File: config.mk
export PLATFORM = sky130hd
export DESIGN_NAME = axis_frame_gen
export DESIGN_NICKNAME = d
export VERILOG_FILES = /design/src/rtl/axis_frame_gen.sv
export SDC_FILE = /design/constraint.sdc
export NUM_CORES = 1
export LEC_CHECK = 0
export ABC_CLOCK_PERIOD_IN_PS = 8670
export CAP_MARGIN = 40
export CORE_ASPECT_RATIO = 1.2
export CORE_MARGIN = 2
export CORE_UTILIZATION = 50
export DETAILED_ROUTE_END_ITERATION = 6
export PLACE_DENSITY = 0.85
export SLEW_MARGIN = 10
export SYNTH_ARGS = -nofsm -noshare
export SYNTH_HDL_FRONTEND = slang
export SYNTH_SLANG_ARGS = --single-unit
File: constraint.sdc
create_clock -name clk -period 8.67 [get_ports clk]
set_clock_uncertainty 0.1 [all_clocks]
set_input_delay 2.601 -clock clk [delete_from_list [all_inputs] [get_ports clk]]
set_output_delay 2.601 -clock clk [all_outputs]
set_load 0.02 [all_outputs]
File: src/rtl/axis_frame_gen.sv
// AXI-stream frame generator: each accepted length command becomes one frame
// whose bytes count up from zero (or whose beats carry their index when keep is disabled).
module axis_frame_gen #(
    parameter int DATA_WIDTH  = 64,
    parameter int KEEP_ENABLE = (DATA_WIDTH > 8),
    parameter int KEEP_WIDTH  = DATA_WIDTH / 8,
    parameter int LEN_WIDTH   = 16
) (
    input  logic                  clk,
    input  logic                  rst,
    input  logic [LEN_WIDTH-1:0]  s_len,
    input  logic                  s_len_valid,
    output logic                  s_len_ready,
    output logic [DATA_WIDTH-1:0] m_axis_tdata,
    output logic [KEEP_WIDTH-1:0] m_axis_tkeep,
    output logic                  m_axis_tvalid,
    input  logic                  m_axis_tready,
    output logic                  m_axis_tlast,
    output logic                  busy,
    output logic                  frame_done
);

    typedef enum logic {IDLE, SEND} state_t;

    localparam int                   STEP      = (KEEP_ENABLE != 0) ? KEEP_WIDTH : 1;
    localparam logic [LEN_WIDTH-1:0] STEP_L    = LEN_WIDTH'(STEP);
    localparam logic [LEN_WIDTH-1:0] KEEP_L    = LEN_WIDTH'(KEEP_WIDTH);
    localparam logic [KEEP_WIDTH-1:0] KEEP_ONES = '1;

    state_t                 state;
    logic [LEN_WIDTH-1:0]   remaining;
    logic [LEN_WIDTH-1:0]   offset;
    logic                   beat_hs;
    logic                   last_hs;
    logic                   load;
    logic [LEN_WIDTH-1:0]   rem_next;
    logic [LEN_WIDTH-1:0]   off_next;
    logic [LEN_WIDTH-1:0]   calc_rem;
    logic [LEN_WIDTH-1:0]   calc_off;
    logic [DATA_WIDTH-1:0]  calc_data;
    logic [KEEP_WIDTH-1:0]  calc_keep;
    logic                   calc_last;

    assign beat_hs     = m_axis_tvalid & m_axis_tready;
    assign last_hs     = beat_hs & m_axis_tlast;
    assign s_len_ready = (state == IDLE) | last_hs;
    assign load        = s_len_valid & s_len_ready & (s_len != '0);
    assign rem_next    = remaining - STEP_L;
    assign off_next    = offset + STEP_L;
    assign busy        = (state == SEND);

    // The next beat is built either from a fresh command or from the advanced counters.
    assign calc_rem = load ? s_len : rem_next;
    assign calc_off = load ? '0 : off_next;

    always_comb begin
        calc_data = '0;
        calc_keep = KEEP_ONES;
        calc_last = 1'b0;
        if (KEEP_ENABLE != 0) begin
            if (calc_rem < KEEP_L)
                calc_keep = KEEP_ONES >> (KEEP_WIDTH - int'(calc_rem));
            calc_last = (calc_rem <= KEEP_L);
            for (int i = 0; i < KEEP_WIDTH; i++)
                calc_data[i*8 +: 8] = calc_keep[i] ? 8'(calc_off + LEN_WIDTH'(i)) : 8'h00;
        end else begin
            calc_last = (calc_rem == LEN_WIDTH'(1));
            calc_data = DATA_WIDTH'(calc_off);
        end
    end

    always_ff @(posedge clk or posedge rst) begin
        if (rst) begin
            state         <= IDLE;
            remaining     <= '0;
            offset        <= '0;
            m_axis_tvalid <= 1'b0;
            m_axis_tdata  <= '0;
            m_axis_tkeep  <= '0;
            m_axis_tlast  <= 1'b0;
            frame_done    <= 1'b0;
        end else begin
            frame_done <= last_hs;
            if (load) begin
                state         <= SEND;
                remaining     <= s_len;
                offset        <= '0;
                m_axis_tvalid <= 1'b1;
                m_axis_tdata  <= calc_data;
                m_axis_tkeep  <= calc_keep;
                m_axis_tlast  <= calc_last;
            end else if (beat_hs) begin
                remaining <= rem_next;
                offset    <= off_next;
                // A zero-length command arriving with the last beat also lands here and is dropped.
                if (m_axis_tlast) begin
                    state         <= IDLE;
                    m_axis_tvalid <= 1'b0;
                    m_axis_tdata  <= '0;
                    m_axis_tkeep  <= '0;
                    m_axis_tlast  <= 1'b0;
                end else begin
                    m_axis_tdata  <= calc_data;
                    m_axis_tkeep  <= calc_keep;
                    m_axis_tlast  <= calc_last;
                end
            end
        end
    end

endmodule

== Yosys cells after proc, flatten, opt, wreduce, memory -nomap -nowiden ==
Index checks and enable logic that the tools add are counted.

* Bits in registers: 107
* Latch bits: 0
* Memory bits (writable): 0
* ROM bits: 0
* Input port bits: 20
* Output and inout port bits: 77
* Logic and storage cells: 57
* Memories: 0

* $add $sub $neg: 10
* Multiply operators: 0
* Divide/modulo/power cells: 0
* Magnitude comparators: 2
* Equal/unequal tests: 0
* Shift operators: 1
* Multiplexer cells: 27
* Bitwise gates (word level): 6
* Reductions and logical operators: 4

{| class="wikitable"
|+ Operators by type and width
! operator !! number
|-
| 64-bit 2-to-1 mux || 3
|-
| 8-bit 2-to-1 mux || 13
|-
| 16-bit 2-to-1 mux || 5
|-
| 8-bit by 3-bit adder with 8-bit output, second input constant || 4
|-
| 8-bit by 32-bit right shift with 8-bit output, first input constant || 1
|-
| 4-bit by 16-bit subtractor with 17-bit output, first input constant || 1
|-
| 16-bit by 4-bit adder with 16-bit output, second input constant || 1
|-
| 8-bit by 2-bit adder with 8-bit output, second input constant || 2
|-
| 16-bit by 4-bit less-or-equal comparator with 1-bit output, second input constant || 1
|-
| 16-bit by 4-bit less-than comparator with 1-bit output, second input constant || 1
|-
| 16-bit nonzero test || 1
|-
| 16-bit by 4-bit subtractor with 16-bit output, second input constant || 1
|-
| 8-bit by 1-bit adder with 8-bit output, second input constant || 1
|-
| 1-bit 2-to-1 mux || 6
|-
| 1-bit bitwise AND || 4
|-
| 2-bit nonzero test || 2
|-
| 2-bit AND reduction || 1
|-
| 1-bit NOT || 1
|-
| 1-bit bitwise OR || 1
|}

== Longest topological paths before layout ==
* Depth after elaboration: 13
* Gate-level depth with buffers: 14
* Mapped depth without buffers: 13

== Worst setup path before layout ==
No wires, ideal clock.

* Kind: input port to flip-flop
* Start: in s_len[5]
* End: reg m_axis_tkeep[6]
* Library setup time: 0.066 ns
* Data arrival time: 5.543 ns
* Path slack: 2.961 ns
* Cell stages on the path: 11
* Buffers on the path: 1
* Path through: or4_1 > nor2_1 > a31oi_2 > clkbuf_1 > mux2i_1 > ha_1 > nand2_1 > o41ai_1 > a221o_1 > and2_4 > a22o_1

* Word-level cells in the longest chain between the ends: 9
* Elaborated cells on any way between the ends: 11
* Classes of those cells: add/sub: 1; order compare: 1; shift: 1; mux: 5; bitwise: 1; reduce/logical: 2

{| class="wikitable"
|+ RTL lines
! item !! line !! text
|-
| start, declared || 11 || <nowiki>input logic [LEN_WIDTH-1:0] s_len,</nowiki>
|-
| 16-bit nonzero test || 47 || <nowiki>assign load = s_len_valid & s_len_ready & (s_len != '0);</nowiki>
|-
| 1-bit bitwise AND || 47 ||
|-
| 16-bit 2-to-1 mux || 53 || <nowiki>assign calc_rem = load ? s_len : rem_next;</nowiki>
|-
| 4-bit by 16-bit subtractor with 17-bit output || 62 || <nowiki>calc_keep = KEEP_ONES >> (KEEP_WIDTH - int'(calc_rem));</nowiki>
|-
| 8-bit by 32-bit right shift with 8-bit output || 62 ||
|-
| 8-bit 2-to-1 mux || 61 || <nowiki>if (calc_rem < KEEP_L)</nowiki>
|-
| 8-bit 2-to-1 mux || 96 || <nowiki>if (m_axis_tlast) begin</nowiki>
|-
| 8-bit 2-to-1 mux || 92 || <nowiki>end else if (beat_hs) begin</nowiki>
|-
| 8-bit 2-to-1 mux || 84 || <nowiki>if (load) begin</nowiki>
|-
| end signal, assigned || 90 || <nowiki>m_axis_tkeep <= calc_keep;</nowiki>
|-
| end signal, assigned || 104 || <nowiki>m_axis_tkeep <= calc_keep;</nowiki>
|-
| end, declared || 15 || <nowiki>output logic [KEEP_WIDTH-1:0] m_axis_tkeep,</nowiki>
|}

Several ways; a longest one is shown, not always the timed one. The select of a mux whose other input is x is not followed.
A chain may end at the register's enable or synchronous reset.

== Final worst setup path ==
* Start: in m_axis_tready
* End: out s_len_ready

* Word-level cells in the longest chain between the ends: 3

{| class="wikitable"
|+ RTL lines
! item !! line !! text
|-
| start, declared || 17 || <nowiki>input logic m_axis_tready,</nowiki>
|-
| 1-bit bitwise AND || 44 || <nowiki>assign beat_hs = m_axis_tvalid & m_axis_tready;</nowiki>
|-
| 1-bit bitwise AND || 45 || <nowiki>assign last_hs = beat_hs & m_axis_tlast;</nowiki>
|-
| 1-bit bitwise OR || 46 || <nowiki>assign s_len_ready = (state == IDLE) | last_hs;</nowiki>
|-
| end, declared || 13 || <nowiki>output logic s_len_ready,</nowiki>
|}

Every way passes these cells.

==> run_results.csv <==
group,metric,value,unit
outcome,outcome,"complete, no violations",
power,irDropWorstVdd,0.1583,mV
yosys,async_flop_share,100.0,%
critical_path,timing.rr.end,"m_axis_tdata[29]",
global_routing,grt_pass1_wl,16740,um
power,p_per_area,360.8,mW/mm^2
cells_and_area,seq_area,0.002077,sq mm
clock_tree,root_buffer,"clkbuf_8",
floorplanning,core_area,0.008108,sq mm
yosys,synth_compound_area_share,19.58,%
timing,worstMarginPinSlew,0.8317,ns
yosys,synth_fa_ha_area_share,1.794,%
clock_tree,cts_sinks,83,
yosys,synth-seq-cells,83,
timing,clock.fmax,150.9,MHz
critical_path,critPathRequiredTime,5.97,ns
cells_and_area,mostFrequentLayoutCells,"clkdlybuf4s50_1 (91), dfrtp_1 (83), nand2_1 (55), a22o_1 (33), nor2_1 (32)",
timing,setup_tns,0,ns
timing,relSlewSlack,43.83,%
global_routing,gr-usage-all-layers,23.02,%
floorplanning,start_util,51.62,%
global_routing,antenna_found_initial,0,
timing,fin_ws,2.045,ns
yosys,synth.area.top_cells,"dfrtp_1 (50%), a22o_1 (6.9%), nand2_1 (4.9%)",
timing,setup_violations,0,
critical_path,startpoint_type,"input port",
job,cap_violations,0,
critical_path,cp_max_fo,5,
yosys,syn_inst,423,
drt,drt_iter0_drc,246,
floorplanning,die_w,87.52,um
clock_tree,cts_tree,"yes",
critical_path,max_stage_delay,0.61,ns
placed_design,post-dp-hpwl,7533,um
critical_path,slowest_stage,"clkdlybuf4s50_1",
critical_path,reg2reg_from,"m_axis_tlast",
yosys,ys_warn_count,0,
timing,maxSlewViolCount,0,
yosys,synth_top_family_by_area,"compound AO/OA/AOI/OAI gates",
global_routing,grt_max_degree,58,
yosys,synth.top_cell.area_share,49.63,%
floorplanning,ios,97,
floorplanning,die_area,0.009122,sq mm
yosys,synth_edf_count,0,
clock_tree,numCtsBuffers,9,
drt,ant_nets,0,
clock_tree,cts_hold_buf,0,
critical_path,crit_chain,"clkdlybuf4s50_1 > a21bo_2 > clkdlybuf4s50_1",
critical_path,cp-end-kind,"output port",
critical_path,path_class,"in2out",
cells_and_area,fillCellCount,638,
placed_design,preCtsSetupSlack,1.922,ns
cells_and_area,area_growth,27.86,%
yosys,synth_cell_type_count,56,
cells_and_area,fin_nets,527,
drt,num_vias,3571,
drt,routed_wl,10170,um
floorplanning,rows,36,
yosys,synth_xor_area_share,4.813,%
drt,drcViolationCount,0,
floorplanning,die_h,104.2,um
yosys,synth-simple-area-share,18.42,%
power,power_leakage,2.269,nW
yosys,syn_area_per_cell,9.894,sq um
worst_hold_path,min_from,"m_axis_tkeep[4]",
placed_design,io_buffers,91,
cells_and_area,diodes,0,
drt,dr.pass1.iters,5,
timing,rsz0062_at_grt,"no",
cells_and_area,multiInputGateArea,0.001924,sq mm
yosys,ys_seq_area_share,49.63,%
global_routing,gr-total-overflow,0,
critical_path,rr_worst_depth,11,
worst_hold_path,min_path_cells,1,
clock_tree,ctsResizeCount,0,
cells_and_area,final_common_cell,"clkdlybuf4s50_1",
placed_design,routabilityCongestion,0.9920,
global_routing,first_global_vias,3331,
worst_hold_path,hold_path.class,"reg2reg",
clock_tree,clk_path_buf_depth,2,
yosys,synthMuxAreaShare,0.4783,%
worst_hold_path,min_to,"m_axis_tkeep[4]",
clock_tree,htreeDepth,3,
critical_path,crit_top_cell,"clkdlybuf4s50_1",
timing,period_needed,6.625,ns
critical_path,reg2reg_slack,4.81,ns
yosys,yosysTopAreaCell,"dfrtp_1",
timing,hold_viol,0,
drt,post_drt_wl_per_cell,16.92,um
yosys,ys.flop_type,"dfrtp_1",
drt,vias_per_cell,5.942,
clock_tree,cts_setup_buffers,0,
cells_and_area,drive_above_1_share,6.522,%
critical_path,arrival,3.92,ns
timing,fin_crit_sh,76.41,%
clock_tree,clk_pin_slew,0.08,ns
clock_tree,clock_latency,0.36,ns
yosys,netlist_area,0.004185,sq mm
==> sequential cells by signal (all words and copies together) (netlist names) <==
signal,flops
busy,1
frame_done,1
m_axis_tlast,1
m_axis_tkeep,7
remaining,16
offset,5
m_axis_tdata,52
==> Yosys cell counts (2+ instances only) <==
library cell	n
inv_1	8
a221o_1	4
nand3_1	7
a22o_1	33
and2_1	4
mux2i_1	2
or3_1	3
o21a_1	2
clkbuf_1	20
xnor2_1	12
and3_1	5
nor3_1	10
dfrtp_1	83
or4_1	4
nor4_1	6
nand2b_1	5
nand4b_1	2
conb_1	2
o21ai_0	29
a211oi_1	4
nand2_1	55
nand4_1	8
nor4b_1	2
nor2_1	33
o21ai_1	4
a32oi_1	4
nor2b_1	2
a21o_1	2
a32o_1	3
a21oi_1	4
ha_1	6
o211ai_1	4
a31oi_1	2
buf_4	14
o41ai_1	2
a21boi_1	3
xor2_1	11
==> worst max-delay path, delay by kind of cell <==
kind	cells	cell delay, ns
compound gates	1	0.19
buf+inv	2	1.12
==> logic make-up after synthesis <==
family,count (synthesis)
compound gates,110
buf+inv,43
fa+ha+maj,6
xor+xnor,23
other cells,2
flops,83
simple gates,154
mux,2
==> worst max path at each step <==
stage | depth (start not counted) | start | slack (ns) | endpoint
2_1_floorplan | 11 | s_len[5] | 2.96 | m_axis_tkeep[6]
3_3_place_gp | 3 | m_axis_tready | 2.06 | s_len_ready
3_5_place_dp | 12 | s_len[5] | 1.92 | m_axis_tdata[29]
4_1_cts | 3 | m_axis_tready | 2.03 | s_len_ready
5_1_grt | 12 | s_len[5] | 1.92 | m_axis_tdata[29]
6_report | 3 | m_axis_tready | 2.05 | s_len_ready
==> cell type report <==
class | count | area share (%)
clock inverter | 7 | 1.824
timing repair buffer | 96 | 18.28
multi-input combinational | 303 | 35.96
sequential | 83 | 38.81
inverter | 8 | 0.5845
clock buffer | 9 | 2.315
tap | 95 | 2.221
==> through the flow <==
step	util [%]	total power [mW]	std cells	hold WS, ns	area [sq um]
6_report	66.00	1.931	601	0.3848	5351
5_1_grt	66.00	2.057	601	0.3938	5351
4_1_cts	65.94	1.931	600	0.3856	5346
3_5_place_dp	63.21	1.621	584	0.3669	5125
3_3_place_gp	62.62	1.581	582	0.3636	5077
2_1_floorplan	-	1.267	429	0.3792	4208
==> routing by layer <==
metal | wire (um) | GRT usage, %
met1 | 4311 | 31.96
met2 | 5110 | 36.09
met3 | 568 | 3.651
met4 | 180 | 8.681
met5 | 0 | 0
==> power by group <==
group	internal [mW]	switching (mW)
combinational	0.426	0.527
sequential	0.527	0.138
clock	0.164	0.148
(Power assumes the default switching activity.)
